File: config.mk
export PLATFORM = sky130hd
export DESIGN_NAME = deparser
export DESIGN_NICKNAME = d
export VERILOG_FILES = /design/src/rtl/deparser_pkg.sv /design/src/rtl/deparser_len_tab.sv /design/src/rtl/deparser.sv
export SDC_FILE = /design/constraint.sdc
export NUM_CORES = 1
export LEC_CHECK = 0
export ABC_CLOCK_PERIOD_IN_PS = 6100
export CAP_MARGIN = 25
export CORE_MARGIN = 2
export CORE_UTILIZATION = 55
export DETAILED_ROUTE_END_ITERATION = 6
export GPL_TIMING_DRIVEN = 0
export PLACE_DENSITY = 0.83
export RECOVER_POWER = 50
export SYNTH_ARGS = -nofsm -noshare
export SYNTH_HDL_FRONTEND = slang
export SYNTH_SLANG_ARGS = --single-unit
File: constraint.sdc
create_clock -name clk -period 6.1 [get_ports clk]
set_clock_uncertainty 0.2 [all_clocks]
set_input_delay 0.61 -clock clk [delete_from_list [all_inputs] [get_ports clk]]
set_output_delay 0.61 -clock clk [all_outputs]
set_load 0.02 [all_outputs]
File: src/rtl/deparser_pkg.sv
// deparser_pkg: shared widths, access encodings, FSM states and length clamp for the deparser.
package deparser_pkg;
  localparam int MAX_HDRS = 8;
  localparam int HDR_SLOT = 64;
  localparam int LEN_W = 8;
  localparam int ADDR_W = 32;
  localparam int DATA_W = 32;
  localparam int ID_W = $clog2(MAX_HDRS);
  localparam logic [3:0] WIDTH_BYTE = 4'b0001;
  typedef enum logic [2:0] {DP_IDLE, DP_SCAN, DP_RD, DP_LAT, DP_WR, DP_DONE} dp_state_e;
  function automatic logic [LEN_W-1:0] clamp_len(input logic [DATA_W-1:0] l);
    return (l > DATA_W'(HDR_SLOT)) ? LEN_W'(HDR_SLOT) : l[LEN_W-1:0];
  endfunction
endpackage

File: src/rtl/deparser_len_tab.sv
// deparser_len_tab: per-header length register file, one write port, one combinational read port.
module deparser_len_tab
  import deparser_pkg::*;
(
  input  logic             clk,
  input  logic             rst,
  input  logic             we,
  input  logic [ID_W-1:0]  waddr,
  input  logic [LEN_W-1:0] wdata,
  input  logic [ID_W-1:0]  raddr,
  output logic [LEN_W-1:0] rdata
);
  logic [LEN_W-1:0] tab [MAX_HDRS];
  always_ff @(posedge clk or negedge rst)
    if (!rst) tab <= '{default: '0};
    else if (we) tab[waddr] <= wdata;
  assign rdata = tab[raddr];
endmodule

File: src/rtl/deparser.sv
// deparser: copies each valid header from its PHV slot into consecutive packet bytes, one byte per read/write pair.
module deparser
  import deparser_pkg::*;
(
  input  logic                clk,
  input  logic                rst,
  input  logic                start_i,
  input  logic [ADDR_W-1:0]   pkt_addr_i,
  input  logic [ADDR_W-1:0]   phv_addr_i,
  input  logic [MAX_HDRS-1:0] hdr_valid_i,
  output logic                busy_o,
  output logic                ready_o,
  output logic [15:0]         pkt_len_o,
  output logic                mem_ce_o,
  output logic                mem_we_o,
  output logic [ADDR_W-1:0]   mem_addr_o,
  output logic [3:0]          mem_width_o,
  output logic [DATA_W-1:0]   mem_data_o,
  input  logic [DATA_W-1:0]   mem_data_i,
  input  logic                dp_mod_start_i,
  input  logic [DATA_W-1:0]   dp_mod_hdr_id_i,
  input  logic [DATA_W-1:0]   dp_mod_hdr_len_i
);
  dp_state_e state, nxt;
  logic [ADDR_W-1:0] dst, phv, rd_addr;
  logic [MAX_HDRS-1:0] valid;
  logic [ID_W-1:0] id;
  logic [LEN_W-1:0] off, rem, cur_len;
  logic [15:0] pkt_len;
  logic [7:0] byte_q;
  logic hit, last, cfg_we, unused_hi;
  assign unused_hi = ^mem_data_i[DATA_W-1:8];
  assign cfg_we = state == DP_IDLE && dp_mod_start_i && dp_mod_hdr_id_i < DATA_W'(MAX_HDRS);
  deparser_len_tab u_len_tab (
    .clk   (clk),
    .rst   (rst),
    .we    (cfg_we),
    .waddr (dp_mod_hdr_id_i[ID_W-1:0]),
    .wdata (clamp_len(dp_mod_hdr_len_i)),
    .raddr (id),
    .rdata (cur_len)
  );
  assign hit = valid[id] && cur_len != '0;
  assign last = id == ID_W'(MAX_HDRS - 1);
  assign rd_addr = phv + (ADDR_W'(id) << $clog2(HDR_SLOT)) + ADDR_W'(off);
  always_comb begin
    nxt = state;
    case (state)
      DP_IDLE: nxt = start_i ? DP_SCAN : DP_IDLE;
      DP_SCAN: nxt = hit ? DP_RD : (last ? DP_DONE : DP_SCAN);
      DP_RD:   nxt = DP_LAT;
      DP_LAT:  nxt = DP_WR;
      DP_WR:   nxt = rem != LEN_W'(1) ? DP_RD : (last ? DP_DONE : DP_SCAN);
      DP_DONE: nxt = DP_IDLE;
      default: nxt = DP_IDLE;
    endcase
  end
  always_comb begin
    busy_o = state != DP_IDLE;
    ready_o = state == DP_DONE;
    mem_ce_o = state == DP_RD || state == DP_WR;
    mem_we_o = state == DP_WR;
    mem_addr_o = state == DP_WR ? dst : (state == DP_RD ? rd_addr : '0);
    mem_width_o = mem_ce_o ? WIDTH_BYTE : 4'b0000;
    mem_data_o = state == DP_WR ? {{(DATA_W-8){1'b0}}, byte_q} : '0;
  end
  always_ff @(posedge clk or negedge rst)
    if (!rst) begin
      state <= DP_IDLE;
      dst <= '0;
      phv <= '0;
      valid <= '0;
      id <= '0;
      off <= '0;
      rem <= '0;
      pkt_len <= '0;
      byte_q <= '0;
      pkt_len_o <= '0;
    end else begin
      state <= nxt;
      case (state)
        DP_IDLE: if (start_i) begin
          dst <= pkt_addr_i;
          phv <= phv_addr_i;
          valid <= hdr_valid_i;
          id <= '0;
          pkt_len <= '0;
        end
        DP_SCAN: if (hit) begin
          off <= '0;
          rem <= cur_len;
        end else if (!last) id <= id + ID_W'(1);
        DP_LAT: byte_q <= mem_data_i[7:0];
        DP_WR: begin
          dst <= dst + ADDR_W'(1);
          off <= off + LEN_W'(1);
          pkt_len <= pkt_len + 16'd1;
          rem <= rem - LEN_W'(1);
          if (rem == LEN_W'(1) && !last) id <= id + ID_W'(1);
        end
        DP_DONE: pkt_len_o <= pkt_len;
        default: ;
      endcase
    end
endmodule
==> metrics.yaml, run 1 <==
clock_network:
  numCtsBuffers: 17
  clk_latency_ns: 0.45
  cts_setup_buffers: 0
  cts.sinks: 198
  clk_pin_slew_ns: 0.08
  clockBufferDepth: 2
  postCtsHoldBufs: 0
  ctsResizeCount: 0
  cts_root_buffer: "clkbuf_16"
  cts_tree: "built"
  h-tree-depth: 4
placement:
  io_buffers: 208
  dpl.hpwl_um: 24260
  placedCellCount: 1736
  gp_congestion: 0.9337
cells_and_area:
  mostFrequentLayoutCell: "nand2_1"
  multiInputGateArea_mm2: 0.005505
  nets: 1688
  drive_above_1_share_pct: 8.982
  final_cell_mix: "nand2_1 (297), dfrtp_1 (198), clkdlybuf4s50_1 (192)"
  stdcell_count: 1768
  num_antenna_cells: 0
  fillCellCount: 1515
  seq_area_mm2: 0.004955
  fin_util_pct: 72.20
  syn_to_final_growth_pct: 28.42
power_and_ir_drop:
  swShare_pct: 40.17
  p_clk_share_pct: 22.2
  leakage_uw: 0.006152
  powerDensity_mw_per_mm2: 358.7
  switchingPower_uw: 2024
  vdd_drop_max_v: 0.0002401
  p_int_uw: 3015
  seqPwrFrac_pct: 39.5
  power_frac_comb_pct: 38.3
timing:
  final-hold-violation-count: 0
  worst_pin_slew_ns: 4.681
  holdWs_ns: 0.2758
  period_minus_slack_ns: 5.799
  relSlewSlack_pct: -212.6
  max_freq_mhz: 172.5
  finalSetupViolCount: 0
  rsz0062_at_grt: "no"
  maxSlewViolCount: 104
  fin_crit_sh_pct: 95.06
setup_path:
  crit_path_end_kind: "primary output"
  worstSetupPathType: "reg -> out"
  rrSetupSlack_ns: 2.90
  crit_path_start_kind: "flip-flop"
  crit_arrival_ns: 4.99
  crit_fanout: 10
  required_ns: 5.29
die:
  row_count: 51
  fp.dieW_um: 145.0
  start_util_pct: 56.22
  pin_count: 260
  die_h_um: 145.0
  dieArea_mm2: 0.02104
  core_mm2: 0.01946
global_route:
  grt_overflow_total: 0
  grt_first_pass_wirelength_um: 51280
  grt_use_total_pct: 30.55
  antenna_found_initial: 0
  grt_max_degree: 105
  grt_pass1_vias: 10000
routing:
  drt-total-wl_um: 32340
  routedWlPerCell_um: 18.29
  firstDrtPassIters: 5
  drc: 0
  drtIter0Drc: 960
  viasPerCell: 5.838
  ant_nets: 0
  vias: 10320
logic_synthesis:
  avgSynthCellArea_um2: 8.853
  synthCells: 1236
  ys_seq_area_share_pct: 45.28
  yosysUniqueCellTypes: 69
  synthFlopType: "dfrtp_1"
  synth-edff-count: 0
  ys_seq_elements: 198
  syn_area_mm2: 0.01094
  async_flop_share_pct: 100.0
  ys_warn_count: 0
run:
  drv_cap: 1
run_status:
  status: "finished, violations left"
  violations: "max-capacitance violations, max-slew violations"
hold_path:
  hold_path.class: "reg -> reg"
-- worst max-delay path, stage by stage (launching register included) --
cell             delay (ns)
dfrtp_1                0.37
buf_2                  0.26
buf_2                  0.33
clkinv_1               0.37
fa_1                   0.62
inv_1                  0.04
ha_1                   0.39
or2_2                  0.16
nand2_1                0.06
o21ai_0                0.26
clkbuf_1               0.44
nand3_1                0.17
xor2_1                 0.19
o22ai_1                0.22
clkdlybuf4s50_1        0.66
-- Yosys cell counts (all sizes together) (6+ instances only) --
| master | number | area share, % |
|---|---|---|
| a31oi | 6 | 0.34 |
| a21o | 6 | 0.41 |
| a21oi | 36 | 1.6 |
| mux4 | 17 | 3.5 |
| mux2 | 14 | 1.4 |
| nor4 | 22 | 1.4 |
| a311oi | 7 | 0.56 |
| nand4 | 19 | 1.1 |
| a22o | 7 | 0.56 |
| xor2 | 10 | 0.80 |
| o22ai | 11 | 0.63 |
| ha | 23 | 2.6 |
| dfrtp | 198 | 45 |
| nand2 | 297 | 10 |
| nor2 | 76 | 2.6 |
| clkbuf | 36 | 1.2 |
| nand3 | 50 | 2.3 |
| inv | 24 | 0.82 |
| buf | 56 | 3.2 |
| a211oi | 9 | 0.62 |
| xnor2 | 19 | 1.5 |
| nand2b | 6 | 0.34 |
| nand3b | 7 | 0.48 |
| o21ai | 122 | 5.6 |
| and3 | 16 | 0.93 |
| and2 | 23 | 1.3 |
| mux2i | 7 | 0.64 |
| nor3 | 41 | 2.1 |
-- flip-flops by register name, indices dropped and copies added, names as in the netlist --
register       cells
off                8
pkt_len           16
byte_q             8
state              3
rem                8
pkt_len_o         16
u_len_tab.tab     64
dst               32
phv               32
valid              8
id                 3
-- worst paths after layout --
path	to	cells after the start	start
max	mem_addr_o[19]	14	id[0]
min	pkt_len_o[13]	2	pkt_len_o[13]
max reg2reg	rem[3]	10	id[2]
min reg2reg	pkt_len_o[13]	2	pkt_len_o[13]
max in group asynchronous	u_len_tab.tab[41]	1	rst
min in group asynchronous	phv[21]	1	rst
-- cell type report --
type | instances | area share (%)
clock buffers | 18 | 3.126
inverters | 25 | 0.6679
repair buffers | 209 | 15.03
multi-input cells | 947 | 39.18
plain buffers | 92 | 3.455
well taps | 265 | 2.360
clock inverters | 14 | 0.9172
flip-flops and latches | 198 | 35.26
-- layer usage --
metal / wire length (um) / GRT usage [%]
met1: 12800 / 38.85
met5: 0 / 0
met4: 1120 / 12.33
met3: 2610 / 5.063
met2: 15810 / 52.21
-- power by group through the flow --
stage	Combinational, uW	Clock (uW)	Sequential [uW]
4_1_cts	1930	1120	1980
3_5_place_dp	1920	0	2000
6_report	1930	1120	1990
2_1_floorplan	1240	0	1950
5_1_grt	2100	1180	2030
3_3_place_gp	1850	0	1980
-- stage by stage --
step	setup TNS [ns]	total power (uW)	cell area [um^2]	setup slack (ns)
5_1_grt	0	5309	14050	0.07086
3_3_place_gp	-775.95	3834	13450	-3.940
2_1_floorplan	0	3185	11040	1.946
3_5_place_dp	0	3912	13490	0.8431
4_1_cts	0	5024	14050	0.3516
6_report	0	5040	14050	0.3013
-- logic make-up (layout without fill, tap and decap cells) --
logic type      Yosys count  count (layout)  synth area share [%]
simple gates            582             582                 24.59
compound gates          245             245                 13.72
mux                      38              38                 5.580
other cells               1              27               0.03427
flops                   198             198                 45.28
buf+inv                 117             358                 5.294
fa+ha+maj                26              26                 3.179
xor+xnor                 29              29                 2.321
No activity file was read; power rests on OpenSTA's default activity.
==> run 2, diff against run 1 <==
PLACE_DENSITY = 0.89   (was 0.83)
RECOVER_POWER = 100   (was 50)
==> run 2 against run 1 <==
  * The run still ends with max-capacitance violations, max-slew violations left
  * Sequential share of layout area rose by 0.10 points
  * Worst setup slack worse by 0.061 ns
  * Cell count unchanged
  * Total power is essentially flat
  * Utilization is 0.21 points lower
  * Die area unchanged
  * Count of clock-buffer cells in the layout did not move
  * Final area fell by 0.29%
  * Critical path depth stayed put
  * Largest cell class unchanged
==> metrics.yaml, run 2 (same netlist as run 1, synthesis figures left out) <==
die:
  start_util_pct: 56.22  # unchanged
  core_mm2: 0.01946  # unchanged
  pin_count: 260  # unchanged
  die_h_um: 145.0  # unchanged
  dieArea_mm2: 0.02104  # unchanged
  row_count: 51  # unchanged
  fp.dieW_um: 145.0  # unchanged
global_route:
  antenna_found_initial: 0  # unchanged
  grt_use_total_pct: 31.03  # +0.47 points
  grt_max_degree: 122  # +16%
  grt_pass1_vias: 10330  # +3.3%
  grt_first_pass_wirelength_um: 52300  # +2.0%
  grt_overflow_total: 0  # unchanged
cells_and_area:
  top_register: "u_len_tab.tab"
  nets: 1688  # unchanged
  num_antenna_cells: 0  # unchanged
  syn_to_final_growth_pct: 28.05
  fillCellCount: 1402  # -7.5%
  top_regs: "u_len_tab.tab x64, dst x32, phv x32"
  largest_reg_flops: 64  # unchanged
  final_cell_mix: "nand2_1 (297), dfrtp_1 (198), clkdlybuf4s50_1 (151)"
  mostFrequentLayoutCell: "nand2_1"
  finalInstanceArea_mm2: 0.01401  # -0.29%
  drive_above_1_share_pct: 8.184  # -0.80 points
setup_path:
  worstSetupPathType: "reg -> out"
  crit_arrival_ns: 5.05  # +0.06 ns
  required_ns: 5.29  # about the same
  crit_fanout: 10  # unchanged
  crit_path_start_kind: "flip-flop"
  crit_path_end_kind: "primary output"
timing:
  worst_pin_slew_ns: 3.005  # -1.677 ns
  setup_slack_ns: 0.2399  # -0.06140 ns
  fin_tns_setup_ns: 0  # unchanged
  rsz0062_at_grt: "no"
  max_freq_mhz: 170.6  # -1.0%
  maxSlewViolCount: 201  # +93%
  holdWs_ns: 0.2708  # -0.004989 ns
  final-hold-violation-count: 0  # unchanged
  fin_crit_sh_pct: 96.07  # +1.0 points
  period_minus_slack_ns: 5.860  # +0.06140 ns
  finalSetupViolCount: 0  # unchanged
  relSlewSlack_pct: -100.3  # +110 points
routing:
  drtIter0Drc: 1231  # +28%
  viasPerCell: 6.014  # +3.0%
  drt-total-wl_um: 32560  # +0.68%
  drc: 0  # unchanged
  firstDrtPassIters: 7  # +2
  routedWlPerCell_um: 18.42  # +0.68%
  vias: 10630  # +3.0%
  ant_nets: 0  # unchanged
clock_network:
  cts_root_buffer: "clkbuf_16"
  h-tree-depth: 4  # unchanged
  cts.sinks: 198  # unchanged
  postCtsHoldBufs: 0  # unchanged
  clockBufferDepth: 2  # unchanged
  numCtsBuffers: 17  # unchanged
  clk_pin_slew_ns: 0.07  # about the same
  cts_tree: "built"
  clk_latency_ns: 0.44  # about the same
power_and_ir_drop:
  leakage_uw: 0.006204  # +0.84%
  total_power_uw: 5044  # about the same
  powerDensity_mw_per_mm2: 360.0  # +0.38%
  vdd_drop_max_v: 0.0002442  # +1.7%
run:
  drv_cap: 2  # +1
run_status:
  status: "finished, violations left"
  violations: "max-capacitance violations, max-slew violations"
placement:
  io_buffers: 208  # unchanged
  dpl_cell_area_mm2: 0.01349  # unchanged
  dp_slack_ns: 0.7555  # -0.08753 ns
  gp_congestion: 0.9381  # +0.47%
  dpl.hpwl_um: 24120  # -0.58%
hold_path:
  hold_path.class: "reg -> reg"
[run 2: final timing paths]
path	slack, ns	from	cells past startpoint	end
min in group asynchronous	0.90	rst	1	phv[23]
max	0.24	id[0]	14	mem_addr_o[29]
min	0.27	pkt_len_o[9]	2	pkt_len_o[9]
min reg2reg	0.27	pkt_len_o[9]	2	pkt_len_o[9]
max reg2reg	2.22	state[2]	10	dst[25]
max in group asynchronous	1.63	rst	2	u_len_tab.tab[48]
[run 2: timing repair]
item,CTS,global route
gates resized for setup,0,1
buffers inserted,0,0
endpoints found under the setup margin,0,3
endpoints found under the hold margin,0,0
[run 2: per-layer routing]
layer / share of wire (%) / wire length (um) / up-vias / GRT usage (%)
li1: - / - / 4804 / -
met1: 37 / 12070 / 5056 / 37.79
met2: 49 / 15820 / 650 / 52.43
met3: 9.7 / 3169 / 123 / 7.484
met4: 4.6 / 1498 / 0 / 14.01
met5: 0 / 0 / - / 0
[run 2: report_power, final]
| part | total [uW] | internal [uW] | switching (uW) |
|---|---|---|---|
| sequential | 2000 | 1650 | 347 |
| clock | 1120 | 584 | 539 |
| combinational | 1920 | 789 | 1130 |
[run 2: layout make-up]
cell class                 instances  area (um^2)  share of cell area [%]
clock buffer                      18        439.2                   3.134
multi-input combinational        947         5500                   39.26
buffer                            92        466.7                   3.331
clock inverter                    14        138.9                  0.9912
tap                              265        331.6                   2.367
inverter                          25        97.59                  0.6966
sequential                       198         4955                   35.36
timing repair buffer             209         2082                   14.86
[run 2: worst max-delay path, stage by stage (launching register included)]
cell and delay, ns:
dfrtp_1 0.35, buf_2 0.27, buf_2 0.35, clkinvlp_4 0.34, fa_1 0.59, inv_1 0.04, ha_1 0.39, or2_2 0.16
nand2_1 0.08, o21ai_0 0.31, clkbuf_1 0.43, nand3b_1 0.21, xnor2_1 0.17, o21ai_0 0.20, dlygate4sd3_1 0.71
[run 2: stage by stage]
step	util (%)	instances
after floorplan	-	1262
after global placement	69.12	1735
after detailed placement	69.29	1736
after CTS	72.26	1768
after global routing	71.99	1768
final	71.99	1768
